`src/rtl/alu_cmd_seq_if.sv`:
```
// rtl/alu_cmd_seq_if.sv - request, ALU drive and response signals of the ALU command sequencer
interface alu_cmd_seq_if;
  logic        req_valid;
  logic        req_ready;
  logic [3:0]  req_cmd;
  logic [7:0]  req_a;
  logic [7:0]  req_b;
  logic [7:0]  alu_a;
  logic [7:0]  alu_b;
  logic [3:0]  alu_cmd;
  logic        alu_oe;
  logic [15:0] alu_dout;
  logic        rsp_valid;
  logic        rsp_ready;
  logic [15:0] rsp_data;
  logic        rsp_err;
  logic [7:0]  op_count;

  modport master (
    output req_valid, req_cmd, req_a, req_b, rsp_ready, alu_dout,
    input  req_ready, alu_a, alu_b, alu_cmd, alu_oe, rsp_valid, rsp_data, rsp_err, op_count
  );

  modport slave (
    input  req_valid, req_cmd, req_a, req_b, rsp_ready, alu_dout,
    output req_ready, alu_a, alu_b, alu_cmd, alu_oe, rsp_valid, rsp_data, rsp_err, op_count
  );
endinterface

```
`src/rtl/alu_cmd_seq.sv`:
```
// rtl/alu_cmd_seq.sv - sequences one ALU command at a time: drive operands, settle, capture, respond
module alu_cmd_seq #(
  parameter int unsigned SETTLE = 1
) (
  input logic          clk,
  input logic          rst_n,
  alu_cmd_seq_if.slave bus
);

  localparam logic [3:0] LP_LAST = 4'(SETTLE - 1);
  localparam logic [3:0] LP_DIV  = 4'b0101;

  typedef enum logic [1:0] {ST_IDLE, ST_DRIVE, ST_RESP} state_t;

  state_t      r_state, w_state_nxt;
  logic [3:0]  r_cnt, w_cnt_nxt;
  logic [7:0]  r_alu_a, w_alu_a_nxt;
  logic [7:0]  r_alu_b, w_alu_b_nxt;
  logic [3:0]  r_alu_cmd, w_alu_cmd_nxt;
  logic [15:0] r_rsp_data, w_rsp_data_nxt;
  logic        r_rsp_err, w_rsp_err_nxt;
  logic [7:0]  r_op_count, w_op_count_nxt;
  logic        w_div_zero;

  always_ff @(posedge clk) begin
    if (!rst_n) begin
      r_state    <= ST_IDLE;
      r_cnt      <= '0;
      r_alu_a    <= '0;
      r_alu_b    <= '0;
      r_alu_cmd  <= '0;
      r_rsp_data <= '0;
      r_rsp_err  <= 1'b0;
      r_op_count <= '0;
    end else begin
      r_state    <= w_state_nxt;
      r_cnt      <= w_cnt_nxt;
      r_alu_a    <= w_alu_a_nxt;
      r_alu_b    <= w_alu_b_nxt;
      r_alu_cmd  <= w_alu_cmd_nxt;
      r_rsp_data <= w_rsp_data_nxt;
      r_rsp_err  <= w_rsp_err_nxt;
      r_op_count <= w_op_count_nxt;
    end
  end

  always_comb begin
    w_state_nxt    = r_state;
    w_cnt_nxt      = r_cnt;
    w_alu_a_nxt    = r_alu_a;
    w_alu_b_nxt    = r_alu_b;
    w_alu_cmd_nxt  = r_alu_cmd;
    w_rsp_data_nxt = r_rsp_data;
    w_rsp_err_nxt  = r_rsp_err;
    w_op_count_nxt = r_op_count;
    w_div_zero     = (bus.req_cmd == LP_DIV) && (bus.req_b == 8'h00);

    case (r_state)
      ST_IDLE: begin
        if (bus.req_valid) begin
          w_alu_a_nxt   = bus.req_a;
          w_alu_b_nxt   = bus.req_b;
          w_alu_cmd_nxt = bus.req_cmd;
          w_cnt_nxt     = '0;
          // Divide by zero never reaches the ALU; answer straight away.
          if (w_div_zero) begin
            w_rsp_data_nxt = 16'h0000;
            w_rsp_err_nxt  = 1'b1;
            w_state_nxt    = ST_RESP;
          end else begin
            w_state_nxt = ST_DRIVE;
          end
        end
      end
      ST_DRIVE: begin
        if (r_cnt == LP_LAST) begin
          w_rsp_data_nxt = bus.alu_dout;
          w_rsp_err_nxt  = 1'b0;
          w_state_nxt    = ST_RESP;
        end else begin
          w_cnt_nxt = r_cnt + 4'd1;
        end
      end
      ST_RESP: begin
        if (bus.rsp_ready) begin
          w_op_count_nxt = r_op_count + 8'd1;
          w_state_nxt    = ST_IDLE;
        end
      end
      default: w_state_nxt = ST_IDLE;
    endcase
  end

  assign bus.req_ready = (r_state == ST_IDLE);
  assign bus.alu_oe    = (r_state == ST_DRIVE);
  assign bus.rsp_valid = (r_state == ST_RESP);
  assign bus.alu_a     = r_alu_a;
  assign bus.alu_b     = r_alu_b;
  assign bus.alu_cmd   = r_alu_cmd;
  assign bus.rsp_data  = r_rsp_data;
  assign bus.rsp_err   = r_rsp_err;
  assign bus.op_count  = r_op_count;

endmodule

```
`src/flat_wrapper.sv`:
```
// flat-port wrapper written by rule: the top's interface ports become plain ports
module alu_cmd_seq_flat 
#(
  parameter int unsigned SETTLE = 1
)
  (clk, rst_n, bus_req_valid, bus_req_cmd, bus_req_a, bus_req_b, bus_rsp_ready, bus_alu_dout, bus_req_ready, bus_alu_a, bus_alu_b, bus_alu_cmd, bus_alu_oe, bus_rsp_valid, bus_rsp_data, bus_rsp_err, bus_op_count);
  alu_cmd_seq_if bus_i ();
  input logic clk;
  input logic rst_n;
  input wire logic [$bits(bus_i.req_valid)-1:0] bus_req_valid;
  input wire logic [$bits(bus_i.req_cmd)-1:0] bus_req_cmd;
  input wire logic [$bits(bus_i.req_a)-1:0] bus_req_a;
  input wire logic [$bits(bus_i.req_b)-1:0] bus_req_b;
  input wire logic [$bits(bus_i.rsp_ready)-1:0] bus_rsp_ready;
  input wire logic [$bits(bus_i.alu_dout)-1:0] bus_alu_dout;
  output wire logic [$bits(bus_i.req_ready)-1:0] bus_req_ready;
  output wire logic [$bits(bus_i.alu_a)-1:0] bus_alu_a;
  output wire logic [$bits(bus_i.alu_b)-1:0] bus_alu_b;
  output wire logic [$bits(bus_i.alu_cmd)-1:0] bus_alu_cmd;
  output wire logic [$bits(bus_i.alu_oe)-1:0] bus_alu_oe;
  output wire logic [$bits(bus_i.rsp_valid)-1:0] bus_rsp_valid;
  output wire logic [$bits(bus_i.rsp_data)-1:0] bus_rsp_data;
  output wire logic [$bits(bus_i.rsp_err)-1:0] bus_rsp_err;
  output wire logic [$bits(bus_i.op_count)-1:0] bus_op_count;
  assign bus_i.req_valid = bus_req_valid;
  assign bus_i.req_cmd = bus_req_cmd;
  assign bus_i.req_a = bus_req_a;
  assign bus_i.req_b = bus_req_b;
  assign bus_i.rsp_ready = bus_rsp_ready;
  assign bus_i.alu_dout = bus_alu_dout;
  assign bus_req_ready = bus_i.req_ready;
  assign bus_alu_a = bus_i.alu_a;
  assign bus_alu_b = bus_i.alu_b;
  assign bus_alu_cmd = bus_i.alu_cmd;
  assign bus_alu_oe = bus_i.alu_oe;
  assign bus_rsp_valid = bus_i.rsp_valid;
  assign bus_rsp_data = bus_i.rsp_data;
  assign bus_rsp_err = bus_i.rsp_err;
  assign bus_op_count = bus_i.op_count;
  alu_cmd_seq #(.SETTLE(SETTLE)) u_core (.clk(clk), .rst_n(rst_n), .bus(bus_i));
endmodule
```
`config.mk`:
```
export PLATFORM = sky130hd
export DESIGN_NAME = alu_cmd_seq_flat
export DESIGN_NICKNAME = d
export VERILOG_FILES = /design/src/rtl/alu_cmd_seq_if.sv /design/src/rtl/alu_cmd_seq.sv /design/src/flat_wrapper.sv
export SDC_FILE = /design/constraint.sdc
export NUM_CORES = 1
export LEC_CHECK = 0
export CORE_AREA = 2 2 70 72
export CTS_BUF_LIST = sky130_fd_sc_hd__clkbuf_2 sky130_fd_sc_hd__clkbuf_4 sky130_fd_sc_hd__clkbuf_8
export CTS_CLUSTER_DIAMETER = 200
export DETAILED_ROUTE_END_ITERATION = 8
export DIE_AREA = 0 0 72 74
export PLACE_DENSITY = 0.86
export RECOVER_POWER = 50
export SKIP_CTS_REPAIR_TIMING = 1
export SYNTH_ARGS = -nofsm -noshare
export SYNTH_HDL_FRONTEND = slang
export SYNTH_SLANG_ARGS = --single-unit
```
`constraint.sdc`:
```
create_clock -name clk -period 2.6 [get_ports clk]
set_input_delay 0.26 -clock clk [delete_from_list [all_inputs] [get_ports clk]]
set_output_delay 0.26 -clock clk [all_outputs]
set_load 0.005 [all_outputs]
```
==> flow_summary.yaml, run 1 <==
outcome:
  run_status: "finished, final reports clean"
power_and_ir_drop:
  vdd_drop_max_v: 0.000348
  p_sw_share_pct: 25.5
  clkPwrFrac_pct: 28.0
  intPower_mw: 1.20
  p_leak_nw: 1.23
  power_frac_seq_pct: 52.5
  p_switching_uw: 410
  comb_power_share_pct: 19.6
  power_density_nw_per_um2: 524
die:
  start_util_pct: 45.5
  io_pins: 88
  num_rows: 25
  die-area_sq_um: 5330
  die_height_um: 74
  dieWidth_um: 72
  core_area_sq_um: 4600
clock_network:
  numCtsBuffers: 5
  cts.sinks: 51
  cts.clk_slew.worst_paths_ns: 0.08
  clock-root-buffer: "clkbuf_8"
  htree_levels: 2
  cts_tree: "done"
  clkLatencyLatePin_ns: 0.29
  cts_buffer_depth: 2
grt:
  grt_overflow: 0
  grt_pass1_vias: 1774
  grt_max_degree: 36
  antenna_found_initial: 0
  grt_pass1_wl_mm: 7.89
  gr-usage-all-layers_pct: 18.8
yosys:
  syn-instance-count: 244
  ys_top_cells_by_area: "dfxtp_1 (49%), nand2_1 (11%), mux2i_1 (7.7%), a21oi_1 (5.7%), nand3_1 (4.3%)"
  synth_area_sq_um: 2090
  ys_async_sr_fraction_pct: 0
  syn_nets: 287
  synth.distinct_cells: 34
  ys_seq_area_share_pct: 48.8
  synthDominantCellAreaShare_pct: 48.8
  synth_edf_count: 0
  yosys_most_used_dff: "dfxtp_1"
  synth_area_per_cell_sq_um: 8.57
  synth_seq_cells: 51
  synth_top_area_cell: "dfxtp_1"
  yosys_warnings: 0
detailed_routing:
  top_layer: "met4"
  wl_per_cell_um: 12.7
  met1Wirelength_mm: 2.07
  vias: 1946
  drtPass1Iterations: 4
  antenna_left: 0
  met3WireLength_um: 348
  vias_per_cell: 5.09
  drt_iter0_markers: 71
  wl_met2_mm: 2.38
  wl_mm: 4.86
  drc: 0
layout:
  fin_nets: 370
  multiInputGateArea_sq_um: 971
  regArea_sq_um: 1020
  num_antenna_cells: 0
  final_cell_mix: "nand2_1 (64), dfxtp_1 (51), clkdlybuf4s50_1 (48)"
  syn2layout_area_growth_pct: 46.6
  layout.cells.non_filler: 382
  utilization_pct: 66.6
  nFillCells: 399
  drive_above_1_share_pct: 3.96
  final_common_cell: "nand2_1"
critical_path:
  end_kind: "output pin"
  crit_fanout: 19
  required_ns: 2.34
  crit_arrival_ns: 1.93
  startpoint_type: "register"
  r2r_cells: 6
  path_class: "reg2out"
  regToRegSetupSlack_ns: 0.66
  r2r_start: "u_core.r_state[0]$_SDFFE_PN0P_"
  reg2reg_to: "u_core.bus.rsp_data[12]$_SDFFE_PN0P_"
timing:
  fmax_mhz: 456
  rsz0062_at_grt: "false"
  fin_skew_ns: 0.00254
  fin_crit_sh_pct: 84.4
  hold_violations: 0
  drv_slew: 0
  period_needed_ns: 2.19
  setup_viol: 0
  finalSetupTns_ns: 0
  max-slew-margin-rel_pct: 50.6
  worst_pin_slew_ns: 0.740
placed_design:
  port_buffers: 87
  place_hpwl_mm: 3.58
  dpl.cell_count: 374
  gp_congestion: 0.755
worst_hold_path:
  hold_start: "u_core.bus.alu_cmd[3]$_SDFFE_PN0P_"
  hold-path-cell-count: 2
  hold_class: "reg2reg"
  worstHoldEndpoint: "u_core.bus.alu_cmd[3]$_SDFFE_PN0P_"
run:
  maxCapViolations: 0
critical path, cell delays in order, from the launching register on:
cell and delay (ns):
dfxtp_1 0.45, nand2b_1 0.13, inv_1 0.44, clkdlybuf4s50_1 0.61
kinds of logic (layout without fill, tap and decap cells):
logic type | Yosys count | after routing | share of synthesized area [%]
compound gates | 29 | 29 | 7.90
flops | 51 | 51 | 48.8
xor+xnor | 8 | 8 | 3.35
fa+ha+maj | 3 | 3 | 1.80
buf+inv | 20 | 104 | 4.73
mux | 17 | 17 | 8.20
simple gates | 116 | 116 | 25.2
metal layers:
layer	vias up	GRT usage, %
met5	-	0
met4	0	6.50
met3	6	5.96
met2	61	32.4
met1	897	22.5
li1	982	-
stage by stage:
stage	total power, mW	setup slack (ns)	hold WS, ns	area, sq um
CTS	1.64	0.603	0.458	3070
floorplan	1.03	1.06	0.396	2090
finish	1.61	0.407	0.452	3060
detailed placement	1.19	0.496	0.446	2980
global route	1.69	0.237	0.471	3060
global placement	1.19	0.604	0.441	2980
synth_stat cells (all sizes together) (4+ instances only):
master	number
xnor2	4
nand3	18
nand2	64
nor2	12
dfxtp	51
inv	5
mux2i	16
buf	4
clkbuf	11
nand4	4
xor2	4
a21oi	24
registers in the layout (all words and copies together), names as in the netlist:
name,cells
u_core.r_cnt,4
u_core.bus.alu_b,8
u_core.bus.alu_cmd,4
u_core.r_state,2
u_core.bus.alu_a,8
u_core.bus.rsp_err,1
u_core.bus.op_count,8
u_core.bus.rsp_data,16
power by group through the flow:
stage | Sequential, mW | Combinational (mW) | Clock (mW)
global route | 0.849 | 0.347 | 0.493
floorplan | 0.864 | 0.162 | 0
detailed placement | 0.863 | 0.331 | 0
finish | 0.843 | 0.314 | 0.450
CTS | 0.845 | 0.332 | 0.463
global placement | 0.861 | 0.326 | 0
layout make-up:
| cell class | instances | share of cell area [%] |
|---|---|---|
| Tap cell | 54 | 2.20 |
| Clock buffer | 7 | 2.74 |
| Sequential cell | 51 | 33.3 |
| Multi-Input combinational cell | 173 | 31.7 |
| Timing Repair Buffer | 91 | 29.3 |
| Inverter | 5 | 0.612 |
| Clock inverter | 1 | 0.163 |
how the worst max path moves through the flow:
stage                                         startpoint                                    to  slack, ns
final                     u_core.r_state[0]$_SDFFE_PN0P_                            bus_alu_oe       0.41
after global routing      u_core.r_state[0]$_SDFFE_PN0P_                            bus_alu_oe       0.24
after CTS                 u_core.r_state[0]$_SDFFE_PN0P_                            bus_alu_oe       0.60
after detailed placement                    bus_req_b[7]  u_core.bus.rsp_data[12]$_SDFFE_PN0P_       0.50
after global placement                      bus_req_b[2]   u_core.bus.rsp_data[1]$_SDFFE_PN0P_       0.60
after floorplan           u_core.r_state[1]$_SDFFE_PN0P_   u_core.bus.rsp_data[0]$_SDFFE_PN0P_       1.06
(Power assumes the default switching activity.)
==> inputs of run 2 (changes only) <==
- CORE_AREA: 2 2 70 72 -> 2 2 72 74
- DIE_AREA: 0 0 72 74 -> 0 0 74 76
- PLACE_DENSITY: 0.86 -> 0.82
- clock period: 2.6 -> 2.2 ns (I/O delays scaled with it)
==> flow_summary.yaml, run 2 (same netlist as run 1, synthesis figures left out) <==
outcome:
  run_status: "finished, final reports clean"
die:
  dieWidth_um: 74
  start_util_pct: 42.6
  num_rows: 26
  die_height_um: 76
  core_area_sq_um: 4910
  io_pins: 88
  die-area_sq_um: 5620
critical_path:
  crit_arrival_ns: 1.73
  end_kind: "output pin"
  path_class: "reg2out"
  slowest_delay_ns: 0.57
  startpoint_type: "register"
  crit_fanout: 19
  path_cells: "nand2b_1, inv_2, clkdlybuf4s50_1"
  required_ns: 1.98
  regToRegSetupSlack_ns: 0.58
  cp_slowest_cell: "clkdlybuf4s50_1"
timing:
  drv_slew: 0
  period_needed_ns: 1.95
  finalSetupTns_ns: 0
  worst_pin_slew_ns: 0.536
  setup_viol: 0
  hold_violations: 0
  max-slew-margin-rel_pct: 64.2
  rsz0062_at_grt: "false"
  holdWs_ns: 0.452
  fmax_mhz: 514
  fin_crit_sh_pct: 88.5
  fin_skew_ns: 0.00616
placed_design:
  gp_congestion: 0.774
  port_buffers: 87
  place_hpwl_mm: 3.44
  dpl.cell_count: 391
grt:
  gr-usage-all-layers_pct: 17.4
  antenna_found_initial: 0
  grt_pass1_wl_mm: 7.90
  grt_pass1_vias: 1805
  grt_overflow: 0
  grt_max_degree: 36
clock_network:
  numCtsBuffers: 5
  htree_levels: 2
  cts_buffer_depth: 2
  clock-root-buffer: "clkbuf_8"
  clkLatencyLatePin_ns: 0.30
  cts_tree: "done"
  cts.clk_slew.worst_paths_ns: 0.09
  cts.sinks: 51
layout:
  nFillCells: 430
  largest_reg_flops: 16
  multiInputGateArea_sq_um: 971
  regArea_sq_um: 1020
  layout.cells.non_filler: 399
  num_antenna_cells: 0
  utilization_pct: 63.6
  drive_above_1_share_pct: 4.86
  final_common_cell: "nand2_1"
  fin_nets: 371
  final_cell_mix: "nand2_1 (64), clkdlybuf4s50_1 (51), dfxtp_1 (51)"
  syn2layout_area_growth_pct: 49.4
detailed_routing:
  vias_per_cell: 4.73
  drt_iter0_markers: 64
  vias: 1888
  wl_per_cell_um: 12.0
  drtPass1Iterations: 4
  antenna_left: 0
  drc: 0
  wl_mm: 4.81
power_and_ir_drop:
  power_density_nw_per_um2: 631
  finalPower_mw: 1.97
  vdd_drop_max_v: 0.000452
  p_leak_nw: 1.24
run:
  maxCapViolations: 0
worst_hold_path:
  hold_class: "reg2reg"
run 2: worst max-delay path, delay by kind of cell (launching register included):
family / cells / cell delay, ns
simple gates: 1 / 0.14
buf+inv: 2 / 0.85
flops: 1 / 0.44
run 2: final timing paths:
path | start | endpoint | depth (start not counted)
setup / recovery | u_core.r_state[0]$_SDFFE_PN0P_ | bus_alu_oe | 3
hold / removal | u_core.bus.alu_a[6]$_SDFFE_PN0P_ | u_core.bus.alu_a[6]$_SDFFE_PN0P_ | 2
setup reg to reg | u_core.r_state[1]$_SDFFE_PN0P_ | u_core.bus.alu_a[0]$_SDFFE_PN0P_ | 5
hold reg to reg | u_core.bus.alu_a[6]$_SDFFE_PN0P_ | u_core.bus.alu_a[6]$_SDFFE_PN0P_ | 2
run 2: where the power goes:
group | total (mW) | internal (mW) | switching, mW
clock network | 0.591 | 0.300 | 0.291
registers | 0.995 | 0.969 | 0.0262
logic | 0.384 | 0.208 | 0.176
run 2: cell type report:
cell class                      count  area share, %
Sequential cell                    51           32.7
Multi-Input combinational cell    173           31.1
Timing Repair Buffer               92           29.5
Clock buffer                        8           3.33
Tap cell                           70           2.80
Inverter                            5          0.601
run 2: metrics by stage:
| stage | instance area, sq um | setup slack (ns) |
|---|---|---|
| global placement | 3020 | 0.211 |
| detailed placement | 3020 | 0.181 |
| floorplan | 2090 | 0.656 |
| CTS | 3120 | 0.241 |
| global route | 3120 | 0.108 |
| finish | 3120 | 0.254 |
run 2: layer usage:
metal,track usage [%],up-vias,routed length (um)
li1,-,983,-
met1,21.9,848,2240
met2,29.2,52,2210
met3,5.03,5,316
met4,3.82,0,40
met5,0,-,0
==> inputs of run 3 (changes only) <==
- CORE_AREA: 2 2 72 74 -> 2 2 81 67
- DIE_AREA: 0 0 74 76 -> 0 0 83 69
- GPL_TIMING_DRIVEN: default -> 0
- PLACE_DENSITY: 0.82 -> 0.81
==> flow_summary.yaml, run 3 (same netlist as run 1, synthesis figures left out) <==
outcome:
  run_status: "finished, final reports clean"
layout:
  final_common_cell: "nand2_1"
  largest_reg_flops: 16
  drive_above_1_share_pct: 3.86
  layout.cells.non_filler: 399
  fin_area_sq_um: 3110
  fin_nets: 379
  final_cell_mix: "nand2_1 (64), dfxtp_1 (51), clkdlybuf4s50_1 (45)"
  syn2layout_area_growth_pct: 48.7
  num_antenna_cells: 0
detailed_routing:
  wl_per_cell_um: 12.6
  vias_per_cell: 4.96
  wl_mm: 5.01
  drtPass1Iterations: 4
  drt_iter0_markers: 47
  antenna_left: 0
  vias: 1979
  drc: 0
die:
  die-area_sq_um: 5730
  num_rows: 23
  start_util_pct: 42.5
  core_area_sq_um: 4920
  io_pins: 88
  die_height_um: 69
  dieWidth_um: 83
grt:
  grt_pass1_wl_mm: 8.40
  antenna_found_initial: 0
  grt_overflow: 0
  grt_pass1_vias: 1924
  grt_max_degree: 16
  gr-usage-all-layers_pct: 17.7
critical_path:
  path_class: "reg2out"
  cp_top_family: "buffers and inverters"
  required_ns: 1.98
  crit_fanout: 19
  startpoint_type: "register"
  end_kind: "output pin"
  path_buf_inv: 2
  path_cells: "nand2b_1, inv_2, clkdlybuf4s50_1"
  slowest_delay_ns: 0.56
  crit_arrival_ns: 1.70
  cp_slowest_cell: "clkdlybuf4s50_1"
timing:
  rsz0062_at_grt: "false"
  worst_pin_slew_ns: 0.507
  setup_viol: 0
  fmax_mhz: 520
  period_needed_ns: 1.92
  finalSetupTns_ns: 0
  fin_skew_ns: 0.00642
  hold_violations: 0
  max-slew-margin-rel_pct: 66.2
  setup_slack_ns: 0.279
  fin_crit_sh_pct: 87.3
  drv_slew: 0
placed_design:
  gp_congestion: 0.755
  place_hpwl_mm: 3.78
  placed_area_sq_um: 3030
  port_buffers: 86
  placement.setup.worst_slack_ns: 0.0998
  dpl.cell_count: 392
run:
  maxCapViolations: 0
clock_network:
  clkLatencyLatePin_ns: 0.30
  cts_buffer_depth: 2
  cts_tree: "done"
  clock-root-buffer: "clkbuf_8"
  htree_levels: 2
  numCtsBuffers: 5
  cts.clk_slew.worst_paths_ns: 0.09
  cts.sinks: 51
power_and_ir_drop:
  power_density_nw_per_um2: 611
  finalPower_mw: 1.90
  p_leak_nw: 1.25
  vdd_drop_max_v: 0.000475
worst_hold_path:
  hold_class: "in2reg"
## run 3: report_power, final
group	switching (mW)	internal [mW]
clock network	0.294	0.218
logic	0.182	0.209
registers	0.0257	0.969
## run 3: layout make-up
cell class / instances / area (sq um)
Fill cell: 437 / 1810
Sequential cell: 51 / 1020
Multi-Input combinational cell: 173 / 971
Timing Repair Buffer: 86 / 861
Tap cell: 62 / 77.6
Buffer: 14 / 76.3
Clock buffer: 5 / 68.8
Inverter: 5 / 18.8
Clock inverter: 3 / 15.0
## run 3: worst paths after layout
check | startpoint | slack [ns] | end | depth (start not counted)
min | rst_n | 0.35 | u_core.bus.rsp_data[8]$_SDFFE_PN0P_ | 3
max | u_core.r_state[1]$_SDFFE_PN0P_ | 0.28 | bus_alu_oe | 3
min reg2reg | u_core.bus.alu_a[2]$_SDFFE_PN0P_ | 0.45 | u_core.bus.alu_a[2]$_SDFFE_PN0P_ | 2
max reg2reg | u_core.r_state[1]$_SDFFE_PN0P_ | 0.50 | u_core.bus.rsp_data[2]$_SDFFE_PN0P_ | 5
## run 3: stage by stage
| step | hold WS, ns | utilization, % |
|---|---|---|
| floorplan | 0.356 | - |
| detailed placement | 0.447 | 61.6 |
| CTS | 0.364 | 63.3 |
| global placement | 0.441 | 61.6 |
| global route | 0.389 | 63.2 |
| finish | 0.350 | 63.2 |
## run 3: worst reg2reg max path, delay by kind of cell, from the launching register on
family          cells  cell delay, ns
buf+inv             2            0.34
mux                 1            0.19
compound gates      1            0.33
simple gates        1            0.40
flops               1            0.37
## run 3: metal layers
| metal | global-route usage, % | routed length (um) | up-vias |
|---|---|---|---|
| met5 | 0 | 0 | - |
| met4 | 6.56 | 76 | 0 |
| met3 | 8.02 | 503 | 6 |
| met2 | 27.0 | 2060 | 82 |
| met1 | 22.0 | 2370 | 889 |
| li1 | - | - | 1002 |
